==> config.mk <==
export PLATFORM = sky130hd
export DESIGN_NAME = stream_mux
export DESIGN_NICKNAME = d
export VERILOG_FILES = /design/src/rtl/stream_mux_pkg.sv /design/src/rtl/stream_mux_rr_arbiter.sv /design/src/rtl/stream_mux.sv
export SDC_FILE = /design/constraint.sdc
export NUM_CORES = 1
export LEC_CHECK = 0
export ABC_AREA = 1
export BUFFER_PORTS_ARGS = -buffer_cell sky130_fd_sc_hd__buf_2
export CORE_MARGIN = 2
export CORE_UTILIZATION = 35
export DETAILED_ROUTE_END_ITERATION = 10
export GPL_ROUTABILITY_DRIVEN = 1
export PLACE_DENSITY = 0.73
export RECOVER_POWER = 100
export SLEW_MARGIN = 15
export SYNTH_ARGS = -nofsm -noshare
export SYNTH_HDL_FRONTEND = slang
export SYNTH_SLANG_ARGS = --single-unit
==> constraint.sdc <==
create_clock -name clk -period 2.2 [get_ports clk]
set_input_delay 0.33 -clock clk [delete_from_list [all_inputs] [get_ports clk]]
set_output_delay 0.33 -clock clk [all_outputs]
set_load 0.02 [all_outputs]
==> src/rtl/stream_mux_pkg.sv <==
// rtl/stream_mux_pkg.sv - shared mode encodings and channel slice helper for stream_mux
package stream_mux_pkg;

  localparam logic MODE_FIXED = 1'b0;
  localparam logic MODE_RR    = 1'b1;

  // Upper bounds for the slice helper; callers zero-extend the bus and truncate the result.
  localparam int MAX_BUS = 1024;
  localparam int MAX_W   = 64;

  function automatic logic [MAX_W-1:0] chan_slice(input logic [MAX_BUS-1:0] bus,
                                                  input int ch, input int w);
    return MAX_W'(bus >> (ch * w));
  endfunction

endpackage

==> src/rtl/stream_mux_rr_arbiter.sv <==
// rtl/stream_mux_rr_arbiter.sv - combinational round-robin search starting at ptr, wrapping modulo N
module rr_arbiter
  import stream_mux_pkg::*;
#(
  parameter int N = 4,
  localparam int SW = $clog2(N)
) (
  input  logic [N-1:0]  req,
  input  logic [SW-1:0] ptr,
  input  logic          en,
  output logic          gnt_valid,
  output logic [SW-1:0] gnt
);

  logic [SW-1:0] cand;

  always_comb begin
    gnt_valid = 1'b0;
    gnt       = '0;
    cand      = '0;
    if (en) begin
      for (int k = 0; k < N; k++) begin
        cand = SW'((int'(ptr) + k) % N);
        if (!gnt_valid && req[cand]) begin
          gnt_valid = 1'b1;
          gnt       = cand;
        end
      end
    end
  end

endmodule

==> src/rtl/stream_mux.sv <==
// rtl/stream_mux.sv - registered N-channel stream mux, fixed-select or round-robin
// Optional packet lock on in_last enabled by STREAM_MUX_LAST_LOCK_EN.
module stream_mux
  import stream_mux_pkg::*;
#(
  parameter int W = 8,
  parameter int N = 4,
  localparam int SW = $clog2(N)
) (
  input  logic           clk,
  input  logic           rst_n,
  input  logic           mode,
  input  logic [SW-1:0]  select,
  input  logic [N*W-1:0] in_data,
  input  logic [N-1:0]   in_valid,
`ifdef STREAM_MUX_LAST_LOCK_EN
  input  logic [N-1:0]   in_last,
  output logic           out_last,
`endif
  output logic [N-1:0]   in_ready,
  output logic [W-1:0]   out_data,
  output logic [SW-1:0]  out_ch,
  output logic           out_valid,
  input  logic           out_ready
);

  localparam int SEL_SPAN = 1 << SW;

  logic [SW-1:0]       ptr;
  logic [SW-1:0]       ptr_next;
  logic                ptr_adv;
  logic                rr_valid;
  logic [SW-1:0]       rr_gnt;
  logic                gnt_valid;
  logic [SW-1:0]       gnt;
  logic                load;
  logic                xfer;
  // Zero-extended so an out-of-range select indexes a 0 and yields no grant.
  logic [SEL_SPAN-1:0] valid_ext;

`ifdef STREAM_MUX_LAST_LOCK_EN
  logic                lock;
  logic [SW-1:0]       lock_ch;
  assign ptr_adv = in_last[gnt];
`else
  assign ptr_adv = 1'b1;
`endif

  rr_arbiter #(.N(N)) u_arb (
    .req      (in_valid),
    .ptr      (ptr),
    .en       (mode == MODE_RR),
    .gnt_valid(rr_valid),
    .gnt      (rr_gnt)
  );

  assign valid_ext = SEL_SPAN'(in_valid);
  assign load      = !out_valid || out_ready;

  always_comb begin
    gnt_valid = 1'b0;
    gnt       = '0;
    if (mode == MODE_RR) begin
      gnt_valid = rr_valid;
      gnt       = rr_gnt;
    end else begin
      gnt_valid = valid_ext[select];
      gnt       = select;
    end
`ifdef STREAM_MUX_LAST_LOCK_EN
    if (lock) begin
      gnt_valid = in_valid[lock_ch];
      gnt       = lock_ch;
    end
`endif
  end

  // rst_n gating keeps every ready low for the whole time reset is held.
  assign xfer     = rst_n && load && gnt_valid;
  assign ptr_next = (gnt == SW'(N - 1)) ? '0 : gnt + 1'b1;

  always_comb begin
    in_ready = '0;
    if (xfer) in_ready[gnt] = 1'b1;
  end

  always_ff @(posedge clk or negedge rst_n) begin
    if (!rst_n) begin
      out_valid <= 1'b0;
      out_data  <= '0;
      out_ch    <= '0;
      ptr       <= '0;
`ifdef STREAM_MUX_LAST_LOCK_EN
      out_last  <= 1'b0;
      lock      <= 1'b0;
      lock_ch   <= '0;
`endif
    end else if (xfer) begin
      out_valid <= 1'b1;
      out_data  <= W'(chan_slice(MAX_BUS'(in_data), int'(gnt), W));
      out_ch    <= gnt;
      if (mode == MODE_RR && ptr_adv) ptr <= ptr_next;
`ifdef STREAM_MUX_LAST_LOCK_EN
      out_last  <= in_last[gnt];
      lock      <= !in_last[gnt];
      lock_ch   <= gnt;
`endif
    end else if (out_ready) begin
      out_valid <= 1'b0;
    end
  end

endmodule

; Word level (Yosys, flattened, before mapping)
; Index checks and enable logic that the tools add are counted.
[word_totals]
regBits = 13
inputBits = 42
[op_classes]
add_sub_neg = 4
magnitude_cmp = 7
n_eq_ne = 1
shifts = 1
muxes = 29
reduce_logical = 13
[ops]
columns = operator, n
row1 = $shr A32 B5 Y8, 1
row2 = $lt A2 B3 Y1 const B, 6
row3 = $mux W1, 16
row4 = $mux W2, 6
row5 = $bmux W1 S2, 5
row6 = $logic_and A1 B1 Y1, 6
row7 = $add A2 B1 Y2 const B, 2
row8 = $add A2 B2 Y2 const B, 2
row9 = $logic_not A1 Y1, 4
row10 = $mux W4, 1
row11 = $demux W1 S2, 1
row12 = $eq A2 B2 Y1 const B, 1
row13 = $ge A2 B1 Y1 const B, 1
row14 = $reduce_and A2 Y1, 1
row15 = $reduce_bool A2 Y1, 1
row16 = $logic_or A1 B1 Y1, 1

; Logic depth before layout (Yosys ltp)
[depth]
ltp_word = 21
depth_mapped = 17

; Hierarchy
; A second synthesis with hierarchy kept.
[unflattened]
hier_cells = 258
hier_area_um2 = 1493.9
[modules_own_cells]
columns = mod, n_inst, cells_each, area_per_inst_um2, seq_area_each_um2
row1 = stream_mux, 1, 187, 1168.6, 325.3
row2 = rr_arbiter, 1, 71, 325.3, 0.0

; Worst setup path before layout
; Ideal clock, no wire load.
[synth_path]
path_type = reg-to-output
startpoint = register ptr[0]
endpoint = output port in_ready[0]
arrival_ns = 1.914
required_time_ns = 1.870
setup_slack_ns = -0.044
path_stages_with_launch = 14
cell_sequence = dfrtp_1 -> inv_2 -> buf_6 -> nand2_1 -> nand2_1 -> nand2_2 -> nand2_2 -> nor2_4 -> nand3_1 -> nand3_1 -> nor2_1 -> nor2_4 -> buf_4 -> nor3_1
[synth_via]
elab_chain_len = 21
word_cells_on_any_way = 37
classes_between = 3 x add/sub / 2 x order compare / 24 x mux / 8 x reduce/logical
[synth_rtl]
columns = item, line
row1 = start: declaration, stream_mux.sv:29  ; logic [SW-1:0] ptr;
row2 = start signal: assignment, stream_mux.sv:102  ; if (mode == MODE_RR && ptr_adv) ptr <= ptr_next;
row3 = $bmux W1 S2, stream_mux_rr_arbiter.sv:24  ; if (!gnt_valid && req[cand]) begin
row4 = $mux W1 (not written as such), stream_mux_rr_arbiter.sv:24
row5 = $mux W1, stream_mux_rr_arbiter.sv:24
row6 = $mux W1, stream_mux_rr_arbiter.sv:21  ; if (en) begin
row7 = $logic_not A1 Y1, stream_mux_rr_arbiter.sv:24
row8 = $logic_and A1 B1 Y1, stream_mux_rr_arbiter.sv:24
row9 = $mux W1, stream_mux_rr_arbiter.sv:24
row10 = $mux W1, stream_mux_rr_arbiter.sv:21
row11 = [5 not listed], n/a
row12 = $logic_and A1 B1 Y1, stream_mux_rr_arbiter.sv:24
row13 = $mux W2, stream_mux_rr_arbiter.sv:24
row14 = $mux W2, stream_mux.sv:63  ; if (mode == MODE_RR) begin
row15 = $lt A2 B3 Y1 (not written as such) / $ge A2 B1 Y1 (equally long branches), stream_mux.sv:84  ; if (xfer) in_ready[gnt] = 1'b1;
row16 = $logic_and A1 B1 Y1 (not written as such), stream_mux.sv:84
row17 = $mux W1 (not written as such), stream_mux.sv:84
row18 = $demux W1 S2, stream_mux.sv:84
row19 = $mux W4 *, stream_mux.sv:84
row20 = end: declaration, stream_mux.sv:20  ; output logic [N-1:0] in_ready,
; Mark *: on every way between the ends. The rest lies on a longest branch, timed or not. The select of a mux whose other input is x is not followed.

; Worst setup path after layout
[layout_path]
startpoint = register ptr[0]
endpoint = output port in_ready[3]
; Same word-level chain as after synthesis.

==> flow_metrics.py <==
metrics = {
    "outcome": {
        "status": "finished with violations",
        "violations": "negative setup slack",
    },
    "logic_synthesis": {
        "synth_seq_area_share_pct": 23.8,
        "synth_warnings": 0,
        "synth_top_area_share_pct": 26.6,
        "synth_area_mm2": 0.00137,
        "syn_area_per_cell_um2": 6.00,
        "ys_ff_latch": 13,
        "yosys.area.top_type": "nand2_1",
        "synth_top_cells_by_area": "nand2_1 27%, dfrtp_1 24%, nand3_1 14%, inv_1 6.0%, nand2_2 5.0%",
        "synth_cells": 228,
        "ys_types": 23,
        "syn-num-nets": 270,
    },
    "final_layout": {
        "instances_no_fill": 343,
        "drive_above_1_share_pct": 33.9,
        "final_cell_mix": "94 x nand2_1, 41 x buf_2, 38 x nand3_1",
        "postLayoutCoreUtil_pct": 49.1,
        "diodes": 0,
        "syn2layout_area_growth_pct": 33.2,
        "layout.nets": 338,
        "final_common_cell": "nand2_1",
    },
    "setup_path": {
        "cpMostUsedCell": "nand2_2",
        "start_kind": "flip-flop",
        "path_max_fanout": 8,
        "cpLargestDelayFamily": "simple AND/OR/NAND/NOR gates",
        "cp.arrival_ns": 2.05,
        "crit_buf_inv": 3,
        "slowest_delay_ns": 0.48,
        "worstPathRequired_ns": 1.87,
        "crit_type": "flip-flop to output pin",
        "end_kind": "output pin",
        "critPathSlowestCell": "dfrtp_2",
        "crit_chain": "buf_6 -> nand2_2 -> nand3_4 -> nand2_4 -> nor2_4 -> nand2_2 -> nor3_1 -> nor2_1 -> buf_4 -> nand2_2 -> nor2_1 -> buf_4",
    },
    "sta": {
        "drv_slew": 0,
        "setup_viol": 4,
        "rsz0062_at_grt": "yes",
        "fmax_mhz": 421,
        "maxSlewHeadroom_pct": 53.9,
        "fin_skew_ns": 0.00191,
        "worst_slack_ns": -0.176,
        "worst_pin_slew_ns": 0.691,
        "fin_crit_sh_pct": 108,
        "min_period_ns": 2.38,
        "hold_viol_final": 0,
    },
    "route": {
        "wl_met1_mm": 1.75,
        "final_antenna_net_count": 0,
        "routedWlPerCell_um": 11.4,
        "met2RoutedLength_mm": 1.86,
        "drcViolationCount": 0,
        "drt_iter0_drc": 57,
        "top_layer_used": "met4",
        "routed-wl-met3_um": 226,
        "num_vias": 1617,
        "drt_wl_total_mm": 3.90,
        "viasPerCell": 4.71,
        "firstDrtPassIters": 4,
    },
    "die": {
        "start_util_pct": 36.8,
        "placementRows": 22,
        "ios": 57,
        "fp.dieH_um": 66.5,
        "chipWidth_um": 66.5,
        "die-area_mm2": 0.00443,
        "coreArea_mm2": 0.00372,
    },
    "place": {
        "gp_congestion": 0.921,
        "port_buffers": 56,
        "dp_hpwl_mm": 3.02,
        "dp_cells": 332,
    },
    "power": {
        "p_sw_mw": 1.31,
        "pwr-share-clk_pct": 9.0,
        "pwr_density_cell_mw_per_mm2": 1340,
        "leakage_nw": 1.07,
        "vdd_drop_max_uv": 650,
        "p_sw_share_pct": 53.6,
        "p_int_mw": 1.13,
        "p_comb_share_pct": 73.0,
        "pwr-share-seq_pct": 18.1,
    },
    "clock_network": {
        "cts-root-buf": "clkbuf_8",
        "clockBufferDepth": 2,
        "cts_max_level": 1,
        "clock_latency_ns": 0.25,
        "clock-sinks": 13,
        "cts-hold-fix-buffers": 0,
        "clk_pin_slew_worst_paths_ns": 0.06,
        "numCtsBuffers": 3,
        "cts_tree": "done",
    },
    "min_path": {
        "worstHoldPathType": "primary input to asynchronous set/reset pin",
    },
    "grt": {
        "overflow": 0,
        "grt_use_total_pct": 18.6,
        "antenna_found_initial": 0,
        "grt_max_degree": 18,
        "grt_pass1_wl_mm": 6.41,
        "grt_pass1_vias": 1520,
    },
    "flow_run": {
        "drv_cap": 0,
    },
}
[power by group through the flow]
stage	clock, mW	sequential [mW]	combinational, mW
6_report	0.219	0.441	1.78
5_1_grt	0.233	0.455	1.99
4_1_cts	0.220	0.433	1.77
3_5_place_dp	0	0.430	1.65
3_3_place_gp	0	0.429	1.64
2_1_floorplan	0	0.533	1.17
[cells in the mapped netlist (all sizes together)]
cell type	instances
o2111ai	2
nand4	1
inv	29
dfrtp	13
nor2	11
nor3	2
o21a	1
o21ai	5
buf	9
nand3	43
o211ai	1
nand2	110
or2	1
[sequential cells by signal, summed over array words and instances (netlist names)]
name	count
out_data	8
out_ch	2
ptr	2
out_valid	1
[routing by layer]
metal  global-route usage [%]  vias to the layer above
li1                         -                      843
met1                     23.0                      717
met2                     32.8                       49
met3                     4.56                        8
met4                     3.32                        0
met5                        0                        -
[stage by stage]
step / cell area, µm² / hold slack (ns) / total power [mW] / setup WS (ns) / setup TNS, ns
after floorplan: 1370 / 0.0344 / 1.70 / 0.119 / 0
after global placement: 1700 / 0.280 / 2.07 / 0.0372 / 0
after detailed placement: 1700 / 0.282 / 2.08 / 0.0363 / 0
after CTS: 1820 / 0.0156 / 2.42 / -0.124 / -0.475
after global routing: 1820 / 0.278 / 2.68 / -0.266 / -1.03
final: 1820 / 0.233 / 2.44 / -0.176 / -0.658
[cell type report]
cell class                 instances  area [µm²]
fill                             406        1890
tap                               48        60.1
inverter                          29         116
sequential                        13         327
multi-input combinational        177         883
timing repair inverter             1        5.00
timing repair buffer              71         385
clock inverter                     1        5.00
clock buffer                       3        41.3
[cells by family (layout without fill, tap and decap cells)]
group / after synthesis / after routing / synth area share, %
buffers and inverters: 38 / 105 / 13.7
AOI/OAI and AO/OA: 9 / 9 / 4.21
DFF: 13 / 13 / 23.8
and+or+nand+nor: 168 / 168 / 58.3
[path summary, 6_finish.rpt]
check / startpoint / endpoint / slack, ns / depth (start not counted)
worst max-delay path: ptr[0]$_DFFE_PN0P_ / in_ready[3] / -0.18 / 12
worst min register to register: out_data[3]$_DFFE_PN0P_ / out_data[3]$_DFFE_PN0P_ / 0.48 / 2
worst min-delay path: rst_n / ptr[1]$_DFFE_PN0P_ / 0.23 / 2
max in group asynchronous: rst_n / ptr[0]$_DFFE_PN0P_ / 1.49 / 2
worst max register to register: ptr[0]$_DFFE_PN0P_ / ptr[1]$_DFFE_PN0P_ / 0.14 / 13
min in group clk: out_ready / out_valid$_DFFE_PN0P_ / 0.28 / 2
[repair_timing]
action	in CTS	in global routing
pin swaps	6	6
resized for setup	11	3
setup endpoints to repair	4	7
gates cloned	0	1
setup buffers	5	2
(Power assumes the default switching activity.)
